==> src/rtl/riscv_pkg.sv <==
// Shared RISC-V fetch definitions: opcodes, the fetch FSM state type and
// immediate decoders used by the fetch stage and its branch predictor.
package riscv_pkg;

   localparam logic [6:0]  OP_BRANCH = 7'b1100011;
   localparam logic [6:0]  OP_JAL    = 7'b1101111;
   localparam logic [31:0] NOP_INSTR = 32'h0000_0013;

   typedef enum logic [1:0] {
      ST_IDLE,
      ST_REQ,
      ST_HOLD,
      ST_FLUSH
   } fetch_state_e;

   function automatic logic [31:0] b_imm(input logic [31:0] instr);
      return {{20{instr[31]}}, instr[7], instr[30:25], instr[11:8], 1'b0};
   endfunction

   function automatic logic [31:0] j_imm(input logic [31:0] instr);
      return {{12{instr[31]}}, instr[19:12], instr[20], instr[30:21], 1'b0};
   endfunction

endpackage

==> src/rtl/ifetch_bpred.sv <==
// Static jal / 2-bit-counter conditional branch predictor for the fetch stage.
// Only instantiated when IFETCH_BPRED_EN is defined.
module bpred
   import riscv_pkg::*;
#(
   parameter int BHT_ENTRIES = 16
) (
   input  logic        clk,
   input  logic        rst_n,
   input  logic [31:0] fetch_pc,
   input  logic [31:0] fetch_instr,
   input  logic        bp_update,
   input  logic [31:0] bp_update_pc,
   input  logic        bp_taken,
   output logic [31:0] next_pc,
   output logic        pred_taken
);

   localparam int IDX_W = $clog2(BHT_ENTRIES);

   logic [BHT_ENTRIES-1:0][1:0] bht_q;
   logic [BHT_ENTRIES-1:0][1:0] bht_d;
   logic [IDX_W-1:0]            fetch_idx;
   logic [IDX_W-1:0]            upd_idx;
   logic [31:0]                 seq_pc;
   logic [31:0]                 target;
   logic                        unused_upd_pc;

   assign fetch_idx     = fetch_pc[IDX_W+1:2];
   assign upd_idx       = bp_update_pc[IDX_W+1:2];
   assign unused_upd_pc = ^{bp_update_pc[31:IDX_W+2], bp_update_pc[1:0]};

   // Counters saturate at 0 and 3; the training read sees last cycle's value.
   always_comb begin
      bht_d = bht_q;
      if (bp_update) begin
         if (bp_taken && bht_q[upd_idx] != 2'd3) begin
            bht_d[upd_idx] = bht_q[upd_idx] + 2'd1;
         end else if (!bp_taken && bht_q[upd_idx] != 2'd0) begin
            bht_d[upd_idx] = bht_q[upd_idx] - 2'd1;
         end
      end
   end

   always_comb begin
      seq_pc = fetch_pc + 32'd4;
      target = seq_pc;
      if (fetch_instr[6:0] == OP_JAL) begin
         target = fetch_pc + j_imm(fetch_instr);
      end else if (fetch_instr[6:0] == OP_BRANCH && bht_q[fetch_idx][1]) begin
         target = fetch_pc + b_imm(fetch_instr);
      end
      next_pc    = target;
      pred_taken = (target != seq_pc);
   end

   always_ff @(posedge clk or negedge rst_n) begin
      if (!rst_n) begin
         bht_q <= {BHT_ENTRIES{2'b01}};
      end else begin
         bht_q <= bht_d;
      end
   end

endmodule

==> src/rtl/ifetch.sv <==
// Instruction fetch stage: request FSM, one-entry skid buffer and redirect flush.
// Define IFETCH_BPRED_EN to enable jal/branch prediction through bpred.
module ifetch
   import riscv_pkg::*;
#(
   parameter logic [31:0] RESET_PC    = 32'h0000_0000,
   parameter int          BHT_ENTRIES = 16
) (
   input  logic        clk,
   input  logic        rst_n,
   output logic        imem_req,
   output logic [31:0] imem_addr,
   input  logic        imem_ack,
   input  logic [31:0] imem_rdata,
   input  logic        stall,
   input  logic        redirect,
   input  logic [31:0] redirect_pc,
   input  logic        bp_update,
   input  logic [31:0] bp_update_pc,
   input  logic        bp_taken,
   output logic [31:0] instr,
   output logic [31:0] pc_if2id,
   output logic        pred_taken_if2id,
   output logic        ide_wait
);

   fetch_state_e state_q, state_d;
   logic [31:0]  pc_q, pc_d;
   logic [31:0]  flush_pc_q, flush_pc_d;
   logic         req_q, req_d;
   logic [31:0]  instr_q, instr_d;
   logic [31:0]  pc_out_q, pc_out_d;
   logic         pred_out_q, pred_out_d;
   logic         wait_q, wait_d;
   logic         skid_valid_q, skid_valid_d;
   logic [31:0]  skid_instr_q, skid_instr_d;
   logic [31:0]  skid_pc_q, skid_pc_d;
   logic         skid_pred_q, skid_pred_d;
   logic [31:0]  next_pc;
   logic         pred_taken;

`ifdef IFETCH_BPRED_EN
   bpred #(
      .BHT_ENTRIES (BHT_ENTRIES)
   ) u_bpred (
      .clk          (clk),
      .rst_n        (rst_n),
      .fetch_pc     (pc_q),
      .fetch_instr  (imem_rdata),
      .bp_update    (bp_update),
      .bp_update_pc (bp_update_pc),
      .bp_taken     (bp_taken),
      .next_pc      (next_pc),
      .pred_taken   (pred_taken)
   );
`else
   logic unused_cfg;
   assign unused_cfg = ^{bp_update, bp_update_pc, bp_taken, (BHT_ENTRIES > 0)};
   assign next_pc    = pc_q + 32'd4;
   assign pred_taken = 1'b0;
`endif

   // A redirect beats everything; an unacked request must still drain in FLUSH.
   always_comb begin
      state_d      = state_q;
      pc_d         = pc_q;
      flush_pc_d   = flush_pc_q;
      instr_d      = instr_q;
      pc_out_d     = pc_out_q;
      pred_out_d   = pred_out_q;
      wait_d       = wait_q;
      skid_valid_d = skid_valid_q;
      skid_instr_d = skid_instr_q;
      skid_pc_d    = skid_pc_q;
      skid_pred_d  = skid_pred_q;
      if (redirect) begin
         wait_d       = 1'b1;
         skid_valid_d = 1'b0;
         if (state_q == ST_REQ && !imem_ack) begin
            state_d    = ST_FLUSH;
            flush_pc_d = redirect_pc;
         end else if (state_q == ST_FLUSH && !imem_ack) begin
            flush_pc_d = redirect_pc;
         end else begin
            state_d = ST_REQ;
            pc_d    = redirect_pc;
         end
      end else begin
         case (state_q)
            ST_IDLE: state_d = ST_REQ;
            ST_REQ: begin
               if (imem_ack) begin
                  pc_d = next_pc;
                  if (stall) begin
                     skid_valid_d = 1'b1;
                     skid_instr_d = imem_rdata;
                     skid_pc_d    = pc_q;
                     skid_pred_d  = pred_taken;
                     state_d      = ST_HOLD;
                  end else begin
                     instr_d    = imem_rdata;
                     pc_out_d   = pc_q;
                     pred_out_d = pred_taken;
                     wait_d     = 1'b0;
                  end
               end else if (!stall) begin
                  wait_d = 1'b1;
               end
            end
            ST_HOLD: begin
               if (!stall) begin
                  instr_d      = skid_instr_q;
                  pc_out_d     = skid_pc_q;
                  pred_out_d   = skid_pred_q;
                  wait_d       = !skid_valid_q;
                  skid_valid_d = 1'b0;
                  state_d      = ST_REQ;
               end
            end
            ST_FLUSH: begin
               if (imem_ack) begin
                  pc_d    = flush_pc_q;
                  state_d = ST_REQ;
               end
            end
            default: state_d = ST_IDLE;
         endcase
      end
      req_d = (state_d == ST_REQ) || (state_d == ST_FLUSH);
   end

   always_ff @(posedge clk or negedge rst_n) begin
      if (!rst_n) begin
         state_q      <= ST_IDLE;
         pc_q         <= RESET_PC;
         flush_pc_q   <= RESET_PC;
         req_q        <= 1'b0;
         instr_q      <= NOP_INSTR;
         pc_out_q     <= 32'h0;
         pred_out_q   <= 1'b0;
         wait_q       <= 1'b1;
         skid_valid_q <= 1'b0;
         skid_instr_q <= NOP_INSTR;
         skid_pc_q    <= 32'h0;
         skid_pred_q  <= 1'b0;
      end else begin
         state_q      <= state_d;
         pc_q         <= pc_d;
         flush_pc_q   <= flush_pc_d;
         req_q        <= req_d;
         instr_q      <= instr_d;
         pc_out_q     <= pc_out_d;
         pred_out_q   <= pred_out_d;
         wait_q       <= wait_d;
         skid_valid_q <= skid_valid_d;
         skid_instr_q <= skid_instr_d;
         skid_pc_q    <= skid_pc_d;
         skid_pred_q  <= skid_pred_d;
      end
   end

   assign imem_req         = req_q;
   assign imem_addr        = pc_q;
   assign instr            = instr_q;
   assign pc_if2id         = pc_out_q;
   assign pred_taken_if2id = pred_out_q;
   assign ide_wait         = wait_q;

endmodule

==> config.mk <==
export PLATFORM = sky130hd
export DESIGN_NAME = ifetch
export DESIGN_NICKNAME = d
export VERILOG_FILES = /design/src/rtl/riscv_pkg.sv /design/src/rtl/ifetch_bpred.sv /design/src/rtl/ifetch.sv
export SDC_FILE = /design/constraint.sdc
export NUM_CORES = 1
export LEC_CHECK = 0
export CORE_MARGIN = 4
export CORE_UTILIZATION = 40
export DETAILED_ROUTE_END_ITERATION = 6
export GPL_TIMING_DRIVEN = 0
export PLACE_DENSITY = 0.75
export SETUP_SLACK_MARGIN = 0.5
export SLEW_MARGIN = 15
export SYNTH_ARGS = -nofsm -noshare
export SYNTH_HDL_FRONTEND = slang
export SYNTH_SLANG_ARGS = --single-unit
==> constraint.sdc <==
create_clock -name clk -period 4.26 [get_ports clk]
set_input_delay 0.426 -clock clk [delete_from_list [all_inputs] [get_ports clk]]
set_output_delay 0.426 -clock clk [all_outputs]
set_load 0.05 [all_outputs]
==> impl_metrics.json, run 1 <==
{
  "hold_path.class": "in -> async",
  "ys_seq_elements": 196,
  "grt_start_max_net_pins": 100,
  "slew_viol_final": 0,
  "maxSlewHeadroom": 0.3903,
  "synthCells": 785,
  "cts.reportedPaths.clkPinSlew_ns": 0.07,
  "regToRegStartpoint": "imem_req",
  "gp_congestion": 0.9241,
  "yosys_warnings": 0,
  "postRouteAntennaNets": 0,
  "dpl_cell_area_sq_um": 11610,
  "grt_pass1_vias": 7214,
  "pwr_density_cell_nw_per_um2": 869.2,
  "finalCritPeriodShare": 0.7260,
  "die_w_um": 162.3,
  "first_pass_iters": 5,
  "synthTopCellsByArea": "dfrtp_1, mux2_2, o21ai_0, dfstp_2, nand4_1",
  "synth_area_sq_um": 9522,
  "worstSetupPathType": "reg -> reg",
  "hold_viol": 0,
  "holdWs_ns": 0.02036,
  "fin_area_sq_um": 12240,
  "final_common_cell": "mux2_2",
  "fin_crit_ns": 3.093,
  "layoutNonFillerInstCount": 1303,
  "synth_flop_cell": "dfrtp_1",
  "cts_setup_buffers": 0,
  "synth_area_per_cell_sq_um": 12.13,
  "clk_path_buf_depth": 2,
  "synth_top_area_frac": 0.4967,
  "core_area_sq_um": 23470,
  "grt_use_total": 0.1946,
  "wire_per_inst_um": 19.30,
  "start_util": 0.4057,
  "via_per_inst": 5.639,
  "clock_latency_ns": 0.43,
  "p_leak_nw": 4.973,
  "drv_cap": 0,
  "fmax_mhz": 323.3,
  "cts_buffers": 17,
  "io_pins": 202,
  "final_nets": 1079,
  "dp_hpwl_um": 17820,
  "vias": 7348,
  "die-area_sq_um": 26340,
  "grt_antenna_before_repair": 1,
  "skew_ns": 0.009595,
  "cts_hold_buffers": 0,
  "ff2ff_path_depth": 7,
  "place_inst": 1271,
  "path_max_fanout": 10,
  "totalWireLength_um": 25150,
  "setup_viol": 0,
  "final_cell_mix": "mux2_2, dfrtp_1, clkdlybuf4s50_1",
  "synth_edf_count": 0,
  "async_flop_share": 1.000,
  "ir_worst_vdd_mv": 0.4418,
  "cp_data_required_time_ns": 4.57,
  "ys_types": 58,
  "io_buffers": 166,
  "outcome": "finished, final reports clean",
  "yosysTopAreaCell": "dfrtp_1",
  "syn_nets": 893,
  "chipHeight_um": 162.3,
  "cts.sinks": 196,
  "arrival_ns": 3.40,
  "power_w": 0.01064,
  "yosysSeqAreaShare": 0.5160,
  "drive_gt1_frac": 0.2917,
  "ctsResizeCount": 0,
  "syn_to_final_growth_pct": 28.55,
  "tightest_slew_ns": 0.9111,
  "drc": 0,
  "cts_tree": "built",
  "grt-ovfl-total": 0,
  "htree_levels": 4,
  "cp-end-kind": "flip-flop",
  "root_buffer": "clkbuf_16",
  "crit_path_start_kind": "flip-flop",
  "rrSetupSlack_ns": 1.17,
  "rows": 56,
  "antennaDiodeCount": 0,
  "drt-initial-drc-count": 695,
  "r2r-end": "pc_if2id[18]",
  "rsz0062_at_grt": "false",
  "fill_cells": 2015,
  "grt_first_pass_wirelength_um": 40540
}
## routing by layer
layer,up-vias,global-route usage,wire length [um]
met5,-,0,14
met4,2,0.06690,636
met3,46,0.03882,1602
met2,320,0.2988,11640
met1,3681,0.2765,11250
li1,3299,-,-
## layout make-up
cell class                      instances  area [sq um]  share of cell area
Sequential cell                       196          4913              0.4014
Clock inverter                          7         120.1            0.009813
Clock buffer                           25         505.5             0.04130
Buffer                                 60         271.5             0.02218
Inverter                               10         37.54            0.003067
Timing Repair Buffer                  167          1694              0.1384
Multi-Input combinational cell        519          4299              0.3512
Tap cell                              319         399.1             0.03261
## registers in the layout, summed over array words and instances (netlist names)
| register | cells |
|---|---|
| imem_req | 1 |
| instr | 32 |
| state_q | 1 |
| skid_pc_q | 32 |
| flush_pc_q | 32 |
| ide_wait | 1 |
| skid_instr_q | 32 |
| skid_valid_q | 1 |
| imem_addr | 32 |
| pc_if2id | 32 |
## worst max path at each step
stage | from | endpoint | slack, ns
after floorplan | imem_req | imem_addr[22] | 1.93
after global placement | rst_n | instr[5] | -5.68
after detailed placement | redirect | pc_if2id[14] | 1.11
after CTS | imem_req | pc_if2id[14] | 1.14
after global routing | imem_req | pc_if2id[14] | 0.98
final | imem_req | pc_if2id[18] | 1.17
## kinds of logic (layout without fill, tap and decap cells)
kind of cell / Yosys count / count (layout) / share of synthesized area
other cells: 1 / 1 / 0.0003938
flops: 196 / 196 / 0.5160
simple gates: 160 / 160 / 0.08791
buf+inv: 70 / 269 / 0.03246
compound gates: 132 / 132 / 0.09592
mux: 221 / 221 / 0.2607
fa+ha+maj: 5 / 5 / 0.006570
## report_power, final
part / internal (W) / switching (W)
clock network: 0.00101 / 0.000701
registers: 0.00283 / 0.000638
logic: 0.00223 / 0.00324
## cell usage after synthesis (all sizes together) (4+ instances only)
cell type  instances
mux2             216
a22o              17
o311ai             4
or3                7
dfrtp            189
nor4              12
o21ai             40
dfstp              7
o211ai             6
nand2             40
and4               4
nor2              27
nand4             25
a31oi              5
ha                 5
inv               10
and3               8
buf               32
o2bb2ai            6
clkbuf            28
a21oi             13
a31o               5
nand3             13
a22oi              9
nor3               7
a221oi             5
mux2i              5
## per-stage QoR
step | utilization | TNS, ns | setup WS, ns
2_1_floorplan | - | 0 | 1.932
3_3_place_gp | 0.4934 | -1090.39 | -5.677
3_5_place_dp | 0.4948 | 0 | 1.111
4_1_cts | 0.5215 | 0 | 1.139
5_1_grt | 0.5215 | 0 | 0.9806
6_report | 0.5215 | 0 | 1.167
## worst max-delay path, stage by stage (launching register included)
cell      delay, ns
dfrtp_1        0.45
inv_1          0.15
ha_1           0.16
clkbuf_1       0.64
o22ai_1        0.16
nand3_1        0.59
buf_2          0.44
mux2_2         0.38
Power figures use the tool's default switching activity.
==> run 2: changes to the inputs <==
==> constraint.sdc (replaced) <==
create_clock -name clk -period 3.1 [get_ports clk]
set_input_delay 0.31 -clock clk [delete_from_list [all_inputs] [get_ports clk]]
set_output_delay 0.31 -clock clk [all_outputs]
set_load 0.05 [all_outputs]
==> impl_metrics.json, run 2 (synthesis results as in run 1) <==
{
  "outcome": "finished, final reports clean",
  "final_cell_mix": "mux2_2, dfrtp_1, clkdlybuf4s50_1",
  "path_max_fanout": 10,
  "ff2ff_path_depth": 6,
  "root_buffer": "clkbuf_16",
  "cp-end-kind": "flip-flop",
  "grt_first_pass_wirelength_um": 40560,
  "holdWs_ns": 0.4824,
  "grt_start_max_net_pins": 100,
  "grt-ovfl-total": 0,
  "p_leak_nw": 4.992,
  "finalCritPeriodShare": 0.7960,
  "cts_buffers": 17,
  "fmax_mhz": 405.3,
  "place_inst": 1271,
  "maxSlewHeadroom": 0.4270,
  "worstHoldPathCells": 2,
  "final_common_cell": "mux2_2",
  "grt_use_total": 0.1946,
  "die_w_um": 162.3,
  "htree_levels": 4,
  "crit_path_start_kind": "flip-flop",
  "slew_viol_final": 0,
  "pwr_density_cell_nw_per_um2": 1195,
  "antennaDiodeCount": 0,
  "layoutNonFillerInstCount": 1304,
  "syn_to_final_growth_pct": 28.90,
  "first_pass_iters": 6,
  "chipHeight_um": 162.3,
  "vias": 7335,
  "hold_path.class": "reg -> reg",
  "cts_tree": "built",
  "clk_path_buf_depth": 2,
  "setup_viol": 0,
  "wire_per_inst_um": 19.34,
  "final.setup.worst_slack_ns": 0.6325,
  "clock_latency_ns": 0.43,
  "cts.reportedPaths.clkPinSlew_ns": 0.07,
  "grt_antenna_before_repair": 1,
  "cp_data_required_time_ns": 3.43,
  "arrival_ns": 2.80,
  "drc": 0,
  "ir_worst_vdd_mv": 0.6071,
  "via_per_inst": 5.625,
  "grt_pass1_vias": 7223,
  "drive_gt1_frac": 0.2975,
  "fin_util": 0.5229,
  "place_ws_ns": -0.03403,
  "core_area_sq_um": 23470,
  "rsz0062_at_grt": "false",
  "dp_hpwl_um": 17820,
  "rows": 56,
  "gp_congestion": 0.9241,
  "fill_cells": 2010,
  "io_pins": 202,
  "start_util": 0.4057,
  "skew_ns": 0.008419,
  "cts_setup_buffers": 0,
  "tightest_slew_ns": 0.8524,
  "totalWireLength_um": 25220,
  "io_buffers": 166,
  "worstSetupPathType": "reg -> reg",
  "hold_viol": 0,
  "drt-initial-drc-count": 659,
  "cts.sinks": 196,
  "die-area_sq_um": 26340,
  "fin_crit_ns": 2.467,
  "postRouteAntennaNets": 0,
  "drv_cap": 0,
  "final_nets": 1080
}
## run 2: layout make-up
cell class              count  area (sq um)  area share
plain buffers              60         279.0     0.02273
clock buffers              25         505.5     0.04119
clock inverters             7         120.1    0.009787
inverters                  10         37.54    0.003058
multi-input cells         519          4314      0.3515
flip-flops and latches    196          4913      0.4003
well taps                 319         399.1     0.03252
repair buffers            168          1704      0.1389
## run 2: power breakdown
part	switching [W]	total, W	internal, W
sequential	0.000881	0.00476	0.00388
combinational	0.00447	0.00754	0.00307
clock	0.000972	0.00236	0.00138
## run 2: repair_timing
item,CTS,global route
hold buffers,1,0
gates resized for setup,3,7
endpoints found under the setup margin,66,81
endpoints found under the hold margin,95,0
gates cloned,0,0
## run 2: per-stage QoR
step                setup TNS, ns  instance area [sq um]  power, W
floorplan                       0                   9522  0.009840
global placement         -1295.02                  11580   0.01216
detailed placement        -0.3078                  11610   0.01232
CTS                             0                  12260   0.01472
global route                    0                  12270   0.01546
finish                          0                  12270   0.01466
## run 2: worst paths after layout
kind                       slack (ns)               to          start
hold / removal                   0.48    skid_pc_q[20]  skid_pc_q[20]
min in group asynchronous        0.50     pc_if2id[12]          rst_n
setup / recovery                 0.63    imem_addr[20]       imem_req
hold reg to reg                  0.48    skid_pc_q[20]  skid_pc_q[20]
setup reg to reg                 0.63    imem_addr[20]       imem_req
max in group asynchronous        1.63  skid_instr_q[4]          rst_n
## run 2: routing by layer
| metal | vias up | track usage | wire length [um] |
|---|---|---|---|
| met5 | - | 0 | 14 |
| met1 | 3649 | 0.2760 | 11270 |
| met2 | 323 | 0.2986 | 11610 |
| met3 | 55 | 0.03984 | 1660 |
| li1 | 3306 | - | - |
| met4 | 2 | 0.06728 | 669 |
## run 2: critical path: stages, from the launching register on
cell and delay [ns]:
dfrtp_1 0.45, ha_1 0.29, buf_2 0.22, nor2_2 0.48
clkbuf_1 0.48, o21ai_0 0.18, a221oi_1 0.27
==> run 3: changes to the inputs <==
--- a/config.mk
+++ b/config.mk
@@ -9,7 +9,7 @@
 export CORE_UTILIZATION = 40
 export DETAILED_ROUTE_END_ITERATION = 6
 export GPL_TIMING_DRIVEN = 0
-export PLACE_DENSITY = 0.75
+export PLACE_DENSITY = 0.78
 export SETUP_SLACK_MARGIN = 0.5
 export SLEW_MARGIN = 15
 export SYNTH_ARGS = -nofsm -noshare
==> constraint.sdc (replaced) <==
create_clock -name clk -period 2.1 [get_ports clk]
set_input_delay 0.21 -clock clk [delete_from_list [all_inputs] [get_ports clk]]
set_output_delay 0.21 -clock clk [all_outputs]
set_load 0.05 [all_outputs]
==> impl_metrics.json, run 3 (synthesis results as in run 1) <==
{
  "setup_viol": 1,
  "htree_levels": 4,
  "totalWireLength_um": 30180,
  "chipHeight_um": 162.3,
  "die-area_sq_um": 26340,
  "p_leak_nw": 7.078,
  "start_util": 0.4057,
  "cts_buffers": 17,
  "hold_path.class": "in -> async",
  "outcome": "finished with violations",
  "drt-initial-drc-count": 877,
  "fmax_mhz": 459.3,
  "critPathSlowestCell": "or4_1",
  "holdWs_ns": 0.2163,
  "drv_cap": 0,
  "r2r-end": "imem_addr[22]",
  "grt_start_max_net_pins": 92,
  "clock_latency_ns": 0.44,
  "via_per_inst": 5.753,
  "cp_top_family": "simple AND/OR/NAND/NOR gates",
  "grt-ovfl-total": 0,
  "pwr_density_cell_nw_per_um2": 1734,
  "drc": 0,
  "fin_area_sq_um": 14740,
  "crit_buf_inv": 2,
  "rsz0062_at_grt": "true",
  "rows": 56,
  "path_max_fanout": 5,
  "dp_hpwl_um": 18390,
  "ff2ff_path_depth": 7,
  "final_common_cell": "dfrtp_1",
  "slew_viol_final": 0,
  "core_area_sq_um": 23470,
  "place_inst": 1272,
  "slowest_delay_ns": 0.50,
  "setup_tns_ns": -0.07713,
  "grt_antenna_before_repair": 0,
  "drive_gt1_frac": 0.4742,
  "final_nets": 1162,
  "cts.reportedPaths.clkPinSlew_ns": 0.08,
  "tightest_slew_ns": 0.6031,
  "finalCritPeriodShare": 1.037,
  "grt_use_total": 0.2126,
  "vias": 7973,
  "die_w_um": 162.3,
  "io_pins": 202,
  "postRouteAntennaNets": 0,
  "cts.sinks": 196,
  "cp-end-kind": "flip-flop",
  "crit_path_start_kind": "flip-flop",
  "ir_worst_vdd_mv": 0.7264,
  "root_buffer": "clkbuf_16",
  "startpoint": "imem_req",
  "antennaDiodeCount": 0,
  "io_buffers": 166,
  "layoutNonFillerInstCount": 1386,
  "wire_per_inst_um": 21.77,
  "cts_tree": "built",
  "violations": "setup timing",
  "arrival_ns": 2.54,
  "first_pass_iters": 6,
  "dpl_cell_area_sq_um": 11920,
  "final.setup.worst_slack_ns": -0.07713,
  "worstSetupPathType": "reg -> reg",
  "cp_data_required_time_ns": 2.46,
  "regToRegStartpoint": "imem_req",
  "place_ws_ns": -0.3694,
  "maxSlewHeadroom": 0.5979,
  "final_cell_mix": "dfrtp_1, mux2_2, mux2_4",
  "gp_congestion": 0.9286,
  "hold_viol": 0,
  "skew_ns": 0.01490,
  "grt_pass1_vias": 7889,
  "crit_chain": "ha_4 -> buf_6 -> o21ba_4 -> buf_6 -> or4_1 -> or4_1 -> nand4_1",
  "grt_first_pass_wirelength_um": 44310,
  "fin_crit_ns": 2.177,
  "syn_to_final_growth_pct": 54.81,
  "rrSetupSlack_ns": -0.08,
  "clk_path_buf_depth": 2
}
-- run 3: changes by cell type in the layout (fill, tap and decap cells not counted), sizes merged, moves of 13 or more --
cell and delta:
clkdlybuf4s50 -99, dlymetal6s2s +73, buf +95, clkbuf -13
clkdlybuf4s15 +16
-- run 3: routing by layer --
metal / global-route usage / vias up / share of wire
met4: 0.06690 / 0 / 0.035
li1: - / 3470 / -
met1: 0.2856 / 3953 / 0.41
met5: 0 / - / 0
met2: 0.3492 / 454 / 0.47
met3: 0.04161 / 96 / 0.078
-- run 3: layout make-up --
class	count	area, sq um
buffer	60	660.6
clock buffer	20	446.7
clock inverter	12	177.7
fill	1713	8732
inverter	10	40.04
multi-input combinational	520	5040
sequential	196	4933
tap	319	399.1
timing repair buffer	249	3043
-- run 3: stage by stage --
stage / total power [W] / utilization
after detailed placement: 0.01869 / 0.5076
after CTS: 0.02376 / 0.5840
after floorplan: 0.01493 / -
after global routing: 0.02663 / 0.6280
final: 0.02556 / 0.6280
after global placement: 0.01841 / 0.5051
-- run 3: worst max path at each step --
stage	endpoint	slack (ns)	cells past startpoint
6_report	imem_addr[22]	-0.08	7
5_1_grt	imem_addr[22]	-0.09	7
3_5_place_dp	instr[2]	-0.37	6
3_3_place_gp	imem_addr[21]	-8.26	1
2_1_floorplan	imem_addr[22]	-0.06	7
4_1_cts	imem_addr[22]	0.03	6
-- run 3: power by group --
group | leakage (nW) | internal, W | switching, W | total (W)
registers | 2.32 | 0.00577 | 0.00146 | 0.00722
logic | 4.45 | 0.00700 | 0.00782 | 0.0148
clock network | 0.305 | 0.00204 | 0.00148 | 0.00352
total | 7.08 | 0.0148 | 0.0108 | 0.0256
-- run 3: timing repair --
action                                  4_1_cts  5_1_grt
gates resized for setup                     210      250
hold endpoints to repair                     56        0
pin swaps                                     5       20
endpoints found under the setup margin      294      274
buffers inserted                             39       24
hold buffers                                  1        0
cloned                                       15        3
